==> src/rtl/alu_pipe.sv <==
// Two-stage pipelined ALU with valid/ready handshakes, status flags and an accumulator.
// Stage 1 registers operands; stage 2 computes and holds the result until the sink takes it.
module alu_pipe #(
  parameter int unsigned WIDTH = 4
) (
  input  logic             clk,
  input  logic             rst_n,
  input  logic             in_valid,
  output logic             in_ready,
  input  logic [WIDTH-1:0] a,
  input  logic [WIDTH-1:0] b,
  input  logic [3:0]       op,
  input  logic             acc_clr,
  output logic             out_valid,
  input  logic             out_ready,
  output logic [WIDTH:0]   res,
  output logic             flag_z,
  output logic             flag_n,
  output logic             flag_v
);

  typedef enum logic [3:0] {
    OpAdd  = 4'h0, OpSub  = 4'h1, OpAnd  = 4'h2, OpOr   = 4'h3,
    OpNotA = 4'h4, OpNotB = 4'h5, OpShrA = 4'h6, OpShlA = 4'h7,
    OpXor  = 4'h8, OpShrB = 4'h9, OpShlB = 4'hA, OpIncA = 4'hB,
    OpIncB = 4'hC, OpDecA = 4'hD, OpDecB = 4'hE, OpAcc  = 4'hF
  } op_e;

  localparam logic [WIDTH-1:0] One = {{(WIDTH-1){1'b0}}, 1'b1};

  logic             s1_valid;
  logic [WIDTH-1:0] s1_a, s1_b;
  op_e              s1_op;

  logic             s2_valid;
  logic [WIDTH:0]   res_q;
  logic             z_q, n_q, v_q;
  logic [WIDTH-1:0] acc_q;

  logic             s1_adv, s2_adv;

  assign s2_adv   = !s2_valid || out_ready;
  assign s1_adv   = s1_valid && s2_adv;
  assign in_ready = !s1_valid || s2_adv;

  always_ff @(posedge clk or negedge rst_n) begin
    if (!rst_n) begin
      s1_valid <= 1'b0;
      s1_a     <= '0;
      s1_b     <= '0;
      s1_op    <= OpAdd;
    end else if (in_ready) begin
      s1_valid <= in_valid;
      if (in_valid) begin
        s1_a  <= a;
        s1_b  <= b;
        s1_op <= op_e'(op);
      end
    end
  end

  // Shared adder/subtractor: x/y pick the operands, the ACC base folds in a same-cycle clear.
  logic [WIDTH-1:0] acc_base, x, y;
  logic             do_sub, arith, alu_v;
  logic [WIDTH:0]   add_full, sub_full, alu_res;

  always_comb begin
    acc_base = acc_clr ? '0 : acc_q;
    x        = s1_a;
    y        = s1_b;
    do_sub   = 1'b0;
    arith    = 1'b0;
    case (s1_op)
      OpAdd:  arith = 1'b1;
      OpSub:  begin arith = 1'b1; do_sub = 1'b1; end
      OpIncA: begin arith = 1'b1; y = One; end
      OpIncB: begin arith = 1'b1; x = s1_b; y = One; end
      OpDecA: begin arith = 1'b1; do_sub = 1'b1; y = One; end
      OpDecB: begin arith = 1'b1; do_sub = 1'b1; x = s1_b; y = One; end
      OpAcc:  begin arith = 1'b1; x = acc_base; y = s1_a; end
      default: ;
    endcase

    add_full = {1'b0, x} + {1'b0, y};
    sub_full = {1'b0, x} - {1'b0, y};

    alu_v = 1'b0;
    if (arith) begin
      if (do_sub) alu_v = (x[WIDTH-1] != y[WIDTH-1]) && (sub_full[WIDTH-1] != x[WIDTH-1]);
      else        alu_v = (x[WIDTH-1] == y[WIDTH-1]) && (add_full[WIDTH-1] != x[WIDTH-1]);
    end

    alu_res = do_sub ? sub_full : add_full;
    case (s1_op)
      OpAnd:  alu_res = {1'b0, s1_a & s1_b};
      OpOr:   alu_res = {1'b0, s1_a | s1_b};
      OpXor:  alu_res = {1'b0, s1_a ^ s1_b};
      OpNotA: alu_res = {1'b0, ~s1_a};
      OpNotB: alu_res = {1'b0, ~s1_b};
      OpShrA: alu_res = {1'b0, s1_a >> 1};
      OpShlA: alu_res = {s1_a, 1'b0};
      OpShrB: alu_res = {1'b0, s1_b >> 1};
      OpShlB: alu_res = {s1_b, 1'b0};
      default: ;
    endcase
  end

  always_ff @(posedge clk or negedge rst_n) begin
    if (!rst_n) begin
      s2_valid <= 1'b0;
      res_q    <= '0;
      z_q      <= 1'b0;
      n_q      <= 1'b0;
      v_q      <= 1'b0;
    end else if (s2_adv) begin
      s2_valid <= s1_valid;
      if (s1_valid) begin
        res_q <= alu_res;
        z_q   <= (alu_res[WIDTH-1:0] == '0);
        n_q   <= alu_res[WIDTH-1];
        v_q   <= alu_v;
      end
    end
  end

  always_ff @(posedge clk or negedge rst_n) begin
    if (!rst_n) begin
      acc_q <= '0;
    end else if (s1_adv && s1_op == OpAcc) begin
      acc_q <= add_full[WIDTH-1:0];
    end else if (acc_clr) begin
      acc_q <= '0;
    end
  end

  assign out_valid = s2_valid;
  assign res       = res_q;
  assign flag_z    = z_q;
  assign flag_n    = n_q;
  assign flag_v    = v_q;

endmodule

==> config.mk <==
export PLATFORM = sky130hd
export DESIGN_NAME = alu_pipe
export DESIGN_NICKNAME = d
export VERILOG_FILES = /design/src/rtl/alu_pipe.sv
export SDC_FILE = /design/constraint.sdc
export NUM_CORES = 1
export LEC_CHECK = 0
export CAP_MARGIN = 20
export CORE_MARGIN = 4
export CORE_UTILIZATION = 64
export DETAILED_ROUTE_END_ITERATION = 8
export DONT_BUFFER_PORTS = 1
export PLACE_DENSITY_LB_ADDON = 0.25
export SYNTH_ARGS = -nofsm -noshare
export SYNTH_HDL_FRONTEND = slang
export SYNTH_SLANG_ARGS = --single-unit
==> constraint.sdc <==
create_clock -name clk -period 3.15 [get_ports clk]
set_input_delay 0.7875 -clock clk [delete_from_list [all_inputs] [get_ports clk]]
set_output_delay 0.7875 -clock clk [all_outputs]
set_load 0.01 [all_outputs]
## After elaboration in Yosys (flattened, before gate mapping)

Index checks and enable logic that the tools add are counted.

| storage, ports and cells | value |
|---|---|
| bits in registers | 26 |
| input port bits | 17 |
| output and inout bits | 10 |

| operators by class | value |
|---|---|
| add/subtract/negate cells | 2 |
| eq/ne operators | 19 |
| multiplexer cells | 10 |
| bitwise logic cells | 5 |
| reduce and logical (&&, ||, !) cells | 16 |

Operators by type and width:

| cell | count |
|---|---|
| $pmux 5 s9 | 1 |
| $eq 4x4->1 const B | 8 |
| $eq 4x3->1 const B | 4 |
| $pmux 4 s2 | 2 |
| $eq 4x2->1 const B | 2 |
| $logic_not 4->1 | 2 |
| $mux 4 | 2 |
| $not 4->4 | 2 |
| $reduce_or 7->1 | 1 |
| $add 4x4->5 | 1 |
| $mux 5 | 1 |
| $sub 4x4->5 | 1 |
| $and 4x4->4 | 1 |
| $eq 4x1->1 const B | 1 |
| $logic_and 1x1->1 | 4 |
| $mux 1 | 4 |
| $or 4x4->4 | 1 |
| $reduce_and 2->1 | 2 |
| $reduce_or 4->1 | 1 |
| $xor 4x4->4 | 1 |
| $ne 1x1->1 | 3 |
| $reduce_or 3->1 | 1 |
| $logic_not 1->1 | 2 |
| $logic_or 1x1->1 | 2 |
| other kinds (2) | 2 |

## Depth between registers and ports, before layout

Gate-level depths: netlist of run 1.

| logic depth | value |
|---|---|
| depth after elaboration | 8 |
| gate-level depth with buffers | 15 |
| gate-level depth less buffers | 14 |

## Worst setup path after synthesis of run 1

Ideal clock, no wire load.

| path | value |
|---|---|
| path type | in2reg |
| from | input acc_clr |
| to | register res_q[2] (netlist: res[2]) |
| setup time | 0.125 ns |
| data arrival time | 2.651 ns |
| setup slack | 0.374 ns |
| stages on the path | 12 |
| cells stage by stage | nand2b_1 > nand3_1 > o21ai_0 > a21oi_1 > inv_1 > fa_1 > nor2_1 > o21ai_1 > o221ai_1 > xnor2_1 > a2bb2oi_1 > mux2_2 |

| on the way | value |
|---|---|
| cells in the longest elaborated chain, start to end | 5 |

RTL lines:

| element | RTL line | RTL |
|---|---|---|
| start, declared | 13 | `input logic acc_clr,` |
| $mux 4 * | - |  |
| $pmux 4 s2 * | 73 | `case (s1_op)` |
| $add 4x4->5 / $sub 4x4->5 (equally long branches) | 84, 85 |  |
| $mux 5 * | 93 | `alu_res = do_sub ? sub_full : add_full;` |
| $pmux 5 s9 * | 94 | `case (s1_op)` |
| end signal, assigned | 118 | `res_q <= alu_res;` |
| end, declared | 36 | `logic [WIDTH:0] res_q;` |

Every way passes the cells marked *; elsewhere a longest branch is shown, timed or not.
A chain may end at the register's enable or synchronous reset.

## Worst setup path after layout of run 1

| path | value |
|---|---|
| from | register s1_op[0] |
| to | register res_q[2] (netlist: res[2]) |

| on the way | value |
|---|---|
| cells in the longest elaborated chain, start to end | 6 |

RTL lines:

| element | RTL line | RTL |
|---|---|---|
| start, declared | 33 | `op_e s1_op;` |
| start signal, assigned | 51 | `s1_op <= OpAdd;` |
| start signal, assigned | 57 | `s1_op <= op_e'(op);` |
| $eq 4x4->1 | 73 |  |
| $reduce_or 4->1 (no source line) / $reduce_or 2->1 (equally long branches) | - |  |
| $pmux 4 s2 | 73 |  |
| $add 4x4->5 / $sub 4x4->5 (equally long branches) | 84, 85 |  |
| $mux 5 | 93 |  |
| $pmux 5 s9 * | 94 |  |

Marks and branches as above.

==> flow_summary.toml, run 1 <==
[power]
power_frac_seq = 0.365
p_sw_mw = 0.587
cellLeakagePower_nw = 1.01
clkPwrFrac = 0.113
peakVddDrop_mv = 0.341
p_int_mw = 0.755
comb_power_share = 0.522
sw_frac_of_total = 0.437
pwr_density_cell_nw_per_um2 = 599

[drt]
first_iter_violations = 101
vias = 1782
ant_nets = 0
viasPerCell = 6.25
drcViolationCount = 0
first_pass_iters = 6
wl_mm = 4.70
routedWlPerCell_microns = 16.5

[logic_synthesis]
synth_cell_types = 55
yosysWarnings = 0
synthXorXnorAreaFrac = 0.0241
synthArstFlopShare = 1.00
synth-seq-area-share = 0.287
yosys.area.top_type = "dfrtp_1"
synth_fa_ha_area_frac = 0.110
yosys.area_share.simple = 0.174
synth.area.top_cells = "dfrtp_1 29%, ha_1 9.2%, mux2_2 8.3%, nand2b_1 4.0%, inv_1 3.8%"
synth_compound_area_frac = 0.236
synth_mux_area_frac = 0.0963
syn_area_per_cell_sq_um = 9.02
ys_seq_elements = 25
netlist_area_sq_um = 2180
syn_nets = 277
synth_edf_count = 0
syn_inst = 242
synth_top_family_by_area = "compound AO/OA/AOI/OAI gates"
synth_top_area_share = 0.287
ys.flop_type = "dfrtp_1"

[place]
placed_area_sq_um = 2210
place_ws_ps = 153
globalplace.congestion = 0.910
io_buffers = 0
place_hpwl_mm = 3.62

[sta]
fin_crit_ps = 2880
worst_slack_ps = 275
max_slew.worst_pin.slew_ps = 481
fin_crit_sh = 0.913
max_freq_mhz = 348
relSlewSlack = 0.679
finClkSkew_ps = 7.65
timing.final.hold_violations = 0
rsz0062_at_grt = "no"
slew_viol_final = 0
setup_violations = 0
tns_ps = 0

[cells_and_area]
final_common_cell = "dfrtp_1"
final_area_sq_um = 2240
final-seq-area_sq_um = 627
area_delta_synth_final_pct = 2.81
drive_gt1_frac = 0.154
layout_common_cells = "24 x dfrtp_1, 22 x inv_1, 17 x nand2_1, 16 x mux2_2, 16 x ha_1"
fill_cells = 273
final_core_util = 0.712
finalNetCount = 277
n_antenna_cell = 0
multi_input_area_sq_um = 1400

[setup_path]
max_stage_delay_ps = 470
worst_path_max_delay_cell = "fa_1"
cp.arrival_ps = 3100
cp_max_fo = 22
critPathRequiredTime_ps = 3370
critPathLaunchType = "register"
worstPathBufferInverterCount = 2
cp_cell_sequence = "buf_4 -> nand3b_1 -> o22ai_1 -> a21oi_1 -> inv_1 -> fa_1 -> nor2_1 -> o21ai_1 -> o221ai_1 -> xnor2_1 -> a2bb2oi_1 -> mux2_2"
critPathTopFamily = "compound AO/OA/AOI/OAI gates"
crit_type = "reg -> reg"
cp-end-kind = "register"

[flow_run]
maxCapViolCount = 0

[floorplan]
die_x_microns = 66.4
std_cell_rows = 20
die_h_microns = 66.4
fp.coreArea_sq_um = 3150
dieArea_sq_um = 4410
start_util = 0.692
num_io_pins = 27

[clock_network]
cts_hold_buf = 0
clk_path_buf_depth = 2
cts_tree = "yes"
numCtsBuffers = 3
cts_setup_buffers = 0
insertion_delay_ps = 320
cts_sinks = 25
cts_max_level = 1
clk_pin_slew_worst_paths_ps = 150
cts_root_buffer = "clkbuf_4"

[global_routing]
overflow = 0
grt_antenna_before_repair = 0
grt_pass1_wl_mm = 7.89
grt_pass1_vias = 1584
grt_usage = 0.234
grt_max_degree = 26

[outcome]
status = "completed"

[hold_path]
hp-class = "in -> async"
final timing paths:
check                              start        end  slack, ps  cells after the start
worst min register to register  s1_valid  out_valid        520                      1
worst max-delay path            s1_op[0]     res[2]        270                     12
min in group clk                s1_valid  out_valid        520                      1
worst min-delay path               rst_n   acc_q[1]        130                      0
worst max register to register  s1_op[0]     res[2]        270                     12
max in group asynchronous          rst_n   s1_op[2]       2940                      0
per-stage QoR:
step	std cells	hold slack, ps	power [mW]
final	285	129	1.34
after global routing	285	96.2	1.45
after global placement	281	484	1.18
after CTS	285	126	1.34
after detailed placement	281	492	1.19
after floorplan	242	471	1.05
cell usage after synthesis, types with 3 or more instances:
| master | n |
|---|---|
| buf_4 | 3 |
| buf_2 | 5 |
| inv_1 | 22 |
| a2bb2oi_1 | 4 |
| o311a_1 | 3 |
| o21ai_1 | 3 |
| o22ai_1 | 6 |
| o21ai_0 | 12 |
| nand3_1 | 3 |
| a22oi_1 | 3 |
| dfrtp_1 | 25 |
| xnor2_1 | 4 |
| a31oi_1 | 3 |
| nor2b_1 | 3 |
| mux2_2 | 16 |
| nor2_1 | 15 |
| and2_1 | 3 |
| nand2b_1 | 14 |
| mux2i_1 | 3 |
| a21oi_1 | 14 |
| ha_1 | 16 |
| nand2_1 | 17 |
flip-flops by register name, summed over array words and instances (netlist names):
signal	flops
s1_op	4
out_valid	1
flag_z	1
acc_q	4
s1_valid	1
flag_v	1
res	5
s1_b	4
s1_a	4
final cells by class:
cell class              count  share of cell area
inverters                  22              0.0368
clock inverters             1             0.00335
well taps                  44              0.0245
flip-flops and latches     25               0.279
multi-input cells         183               0.622
repair buffers              7              0.0234
clock buffers               3              0.0100
metal layers:
layer	up-vias	wire, microns	part of all wire	global-route usage
li1	861	-	-	-
met1	848	2130	0.45	0.333
met2	63	2200	0.47	0.366
met3	10	270	0.057	0.0289
met4	0	93	0.020	0.0761
met5	-	0	0	0
logic make-up (layout without fill, tap and decap cells):
group,count (synthesis),in the layout
buf+inv,34,33
mux,19,19
simple gates,71,71
compound gates,69,69
xor+xnor,6,6
flops,25,25
fa+ha+maj,18,18
power by group through the flow:
| stage | clock network, mW | logic (mW) | registers, mW |
|---|---|---|---|
| after global routing | 0.172 | 0.780 | 0.502 |
| after floorplan | 0 | 0.589 | 0.463 |
| after CTS | 0.155 | 0.698 | 0.490 |
| after detailed placement | 0 | 0.695 | 0.497 |
| after global placement | 0 | 0.682 | 0.496 |
| final | 0.152 | 0.701 | 0.490 |
timing repair:
action / 4_1_cts / 5_1_grt
hold endpoints to repair: 0 / 0
setup endpoints to repair: 0 / 1
resized for setup: 0 / 1
Note: power is estimated with default switching activity, not from simulation.
==> run 2, diff against run 1 <==
- RECOVER_POWER: not set -> 100
==> run 2 against run 1 <==
Effect of this change: wire length is 0.26% higher; sequential power hardly changed; final area is 0.84% lower; sequential share of layout area is 0.24 points higher; register-to-register slack hardly changed; clock power hardly changed; non-clock buffer count stayed put; count of clock-buffer cells in the layout stayed put.
==> flow_summary.toml, run 2 (synthesis gave the netlist of run 1 again) <==
[outcome]
status = "completed"

[place]
globalplace.congestion = 0.910
place_ws_ps = 153
placed_area_sq_um = 2210
placed_cells = 281
io_buffers = 0
place_hpwl_mm = 3.62

[sta]
timing.final.hold_violations = 0
max_slew.worst_pin.slew_ps = 486
relSlewSlack = 0.675
slew_viol_final = 0
rsz0062_at_grt = "no"
max_freq_mhz = 349
worst_slack_ps = 288
fin_crit_sh = 0.909
fin_crit_ps = 2860
hold_slack_ps = 128
setup_violations = 0
tns_ps = 0
finClkSkew_ps = 6.02

[floorplan]
num_io_pins = 27
start_util = 0.692
die_x_microns = 66.4
fp.coreArea_sq_um = 3150
die_h_microns = 66.4
dieArea_sq_um = 4410
std_cell_rows = 20

[setup_path]
rr_worst_depth = 12
cp_cell_sequence = "buf_4 -> nand3b_1 -> o22ai_1 -> a21oi_1 -> inv_1 -> fa_1 -> nor2_1 -> o21ai_0 -> o221ai_1 -> xnor2_1 -> a2bb2oi_1 -> mux2_2"
worst_path_max_delay_cell = "fa_1"
crit_type = "reg -> reg"
max_stage_delay_ps = 470
critPathLaunchType = "register"
cp-end-kind = "register"
critPathRequiredTime_ps = 3380
worstPathBufferInverterCount = 2
cp.arrival_ps = 3090
cp.depth = 12
critPathTopFamily = "compound AO/OA/AOI/OAI gates"
cp_max_fo = 22

[clock_network]
clk_pin_slew_worst_paths_ps = 150
cts_max_level = 1
cts_sinks = 25
clk_path_buf_depth = 2
numCtsBuffers = 3
cts_resized = 0
cts_tree = "yes"
insertion_delay_ps = 330
cts_root_buffer = "clkbuf_4"
cts_setup_buffers = 0
cts_hold_buf = 0

[cells_and_area]
drive_gt1_frac = 0.137
final_core_util = 0.706
final_area_sq_um = 2220
largest_register_ffs = 5
stdcell_count = 285
layout_common_cells = "24 x dfrtp_1, 22 x inv_1, 17 x nand2_1, 16 x ha_1"
area_delta_synth_final_pct = 1.95
finalNetCount = 277
n_antenna_cell = 0
final_common_cell = "dfrtp_1"

[drt]
first_pass_iters = 5
routedWlPerCell_microns = 16.5
ant_nets = 0
viasPerCell = 6.24
vias = 1777
wl_mm = 4.71
drcViolationCount = 0
first_iter_violations = 110

[global_routing]
grt_use_met3 = 0.0289
use_met1 = 0.333
grt_pass1_wl_mm = 7.89
grt.met2_usage = 0.366
overflow = 0
grt_pass1_vias = 1584
top_usage_layer = "met2"
grt_antenna_before_repair = 0
grt_max_degree = 26
grt_usage = 0.234

[power]
clkPwrFrac = 0.115
sw_frac_of_total = 0.437
cellLeakagePower_nw = 1.00
finalPower_mw = 1.33
pwr_density_cell_nw_per_um2 = 597
comb_power_share = 0.516
p_sw_mw = 0.580
p_int_mw = 0.747
power_frac_seq = 0.369
peakVddDrop_mv = 0.340

[flow_run]
maxCapViolCount = 0

[hold_path]
hp-class = "in -> async"
-- run 2: per-layer routing --
layer	wire length, microns	part of all wire
met5	0	0
met4	80	0.017
met3	312	0.066
met2	2210	0.47
met1	2100	0.45
-- run 2: area by class of cell --
cell class / instances / area [sq um]
Multi-Input combinational cell: 183 / 1380
Tap cell: 44 / 55.1
Fill cell: 276 / 928
Timing Repair Buffer: 7 / 52.6
Clock inverter: 1 / 7.51
Inverter: 22 / 82.6
Clock buffer: 3 / 22.5
Sequential cell: 25 / 627
-- run 2: worst paths after layout --
| check | start | endpoint | slack [ps] |
|---|---|---|---|
| max in group asynchronous | rst_n | s1_op[2] | 2940 |
| min in group clk | s1_valid | out_valid | 530 |
| setup / recovery | s1_op[0] | res[2] | 290 |
| hold / removal | rst_n | acc_q[1] | 130 |
| setup reg to reg | s1_op[0] | res[2] | 290 |
| hold reg to reg | s1_valid | out_valid | 530 |
-- run 2: power by group through the flow --
stage | Sequential, mW | Clock, mW | Combinational, mW
3_3_place_gp | 0.496 | 0 | 0.682
5_1_grt | 0.502 | 0.172 | 0.763
4_1_cts | 0.490 | 0.155 | 0.698
6_report | 0.490 | 0.153 | 0.685
3_5_place_dp | 0.497 | 0 | 0.695
2_1_floorplan | 0.463 | 0 | 0.589
==> run 3, diff against run 2 <==
- CORE_UTILIZATION: 64 -> 38
==> run 3 against run 2 <==
Effect of this change: register-to-register slack worse by 40 ps; sequential share of layout area is 0.77 points lower; sequential power shrank 0.8%; die area rose by 59%.
==> flow_summary.toml, run 3 (synthesis gave the netlist of run 1 again) <==
[sta]
rsz0062_at_grt = "no"
max_freq_mhz = 345
tns_ps = 0
fin_crit_ps = 2900
slew_viol_final = 0
setup_violations = 0
max_slew.worst_pin.slew_ps = 473
fin_crit_sh = 0.921
finClkSkew_ps = 4.57
timing.final.hold_violations = 0
relSlewSlack = 0.684

[cells_and_area]
multi_input_area_sq_um = 1380
area_delta_synth_final_pct = 4.59
final_common_cell = "dfrtp_1"
finalNetCount = 278
n_antenna_cell = 0
final_area_sq_um = 2280
largest_register_ffs = 5
layout_common_cells = "25 x dfrtp_1, 22 x inv_1, 17 x nand2_1, 16 x mux2_2, 16 x ha_1"
stdcell_count = 314
drive_gt1_frac = 0.132
final-seq-area_sq_um = 626
final_core_util = 0.412
fill_cells = 570

[power]
finalPower_mw = 1.38
peakVddDrop_mv = 0.372
pwr_density_cell_nw_per_um2 = 605
cellLeakagePower_nw = 1.02

[setup_path]
critPathTopFamily = "compound AO/OA/AOI/OAI gates"
critPathLaunchType = "register"
crit_type = "reg -> reg"
worst_path_max_delay_cell = "dfrtp_1"
cp_max_fo = 6
cp_cell_sequence = "nand2_1 -> a21bo_1 -> a22oi_1 -> ha_1 -> inv_1 -> fa_1 -> and4b_1 -> o21ai_0 -> o221ai_1 -> xnor2_1 -> a2bb2oi_1 -> mux2_2"
worstPathBufferInverterCount = 1
cp.arrival_ps = 3070
critPathRequiredTime_ps = 3320
max_stage_delay_ps = 470
cp-end-kind = "register"

[global_routing]
grt_pass1_wl_mm = 8.74
overflow = 0
grt_pass1_vias = 1729
grt_antenna_before_repair = 0
grt_max_degree = 29
grt_usage = 0.151

[clock_network]
cts_tree = "yes"
numCtsBuffers = 3
cts_hold_buf = 0
clk_pin_slew_worst_paths_ps = 100
cts_sinks = 25
clk_path_buf_depth = 2
cts_resized = 0
cts_setup_buffers = 0
cts_max_level = 1
insertion_delay_ps = 270
cts_root_buffer = "clkbuf_8"

[place]
globalplace.congestion = 0.829
io_buffers = 0
place_hpwl_mm = 3.94
placed_cells = 310
placed_area_sq_um = 2250

[drt]
drcViolationCount = 0
viasPerCell = 5.53
first_iter_violations = 106
first_pass_iters = 4
wl_mm = 5.11
vias = 1736
ant_nets = 0
routedWlPerCell_microns = 16.3

[floorplan]
fp.coreArea_sq_um = 5540
num_io_pins = 27
die_h_microns = 83.8
std_cell_rows = 27
dieArea_sq_um = 7020
start_util = 0.394
die_x_microns = 83.8

[outcome]
status = "completed"

[flow_run]
maxCapViolCount = 0

[hold_path]
hp-class = "in -> async"
==> run 3: cell types whose count changed in the layout (fill, tap and decap cells not counted), sizes merged <==
| cell | delta |
|---|---|
| clkinvlp | -1 |
| clkbuf | +1 |
| inv | +1 |
==> run 3: per-stage QoR <==
stage	setup WS [ps]	hold slack, ps
after floorplan	374	471
after global placement	232	485
after detailed placement	139	493
after CTS	265	174
after global routing	71.9	163
final	249	192
==> run 3: power by group <==
group,internal [mW],switching (mW)
Sequential,0.387,0.0992
Clock,0.0928,0.114
Combinational,0.310,0.377
Total,0.790,0.590
==> run 3: per-layer routing <==
layer | GRT usage | share of wire
met1 | 0.217 | 0.48
met2 | 0.236 | 0.47
met3 | 0.0306 | 0.046
met4 | 0.0249 | 0.0035
met5 | 0 | 0
==> run 3: final timing paths <==
check | from | endpoint | depth (start not counted) | slack [ps]
max in group asynchronous | rst_n | s1_a[1] | 0 | 2880
max reg2reg | s1_op[0] | res[2] | 12 | 250
min reg2reg | s1_valid | out_valid | 1 | 520
max | s1_op[0] | res[2] | 12 | 250
min in group clk | s1_valid | out_valid | 1 | 520
min | rst_n | res[1] | 0 | 190
==> run 3: final cells by class <==
cell class                 instances  share of cell area
clock buffer                       3              0.0181
tap                               72              0.0395
sequential                        25               0.274
multi-input combinational        183               0.604
clock inverter                     1             0.00384
inverter                          22              0.0362
timing repair buffer               8              0.0247
==> run 3: worst reg2reg max path: cells and delay by family, from the launching register on <==
family                   cells  cell delay, ps
buffers and inverters        1              50
AO/OA/AOI/OAI                5             830
AND/OR/NAND/NOR              2             400
adder cells (fa/ha/maj)      2             610
XOR/XNOR                     1             160
flip-flops                   1             470
multiplexers                 1             280
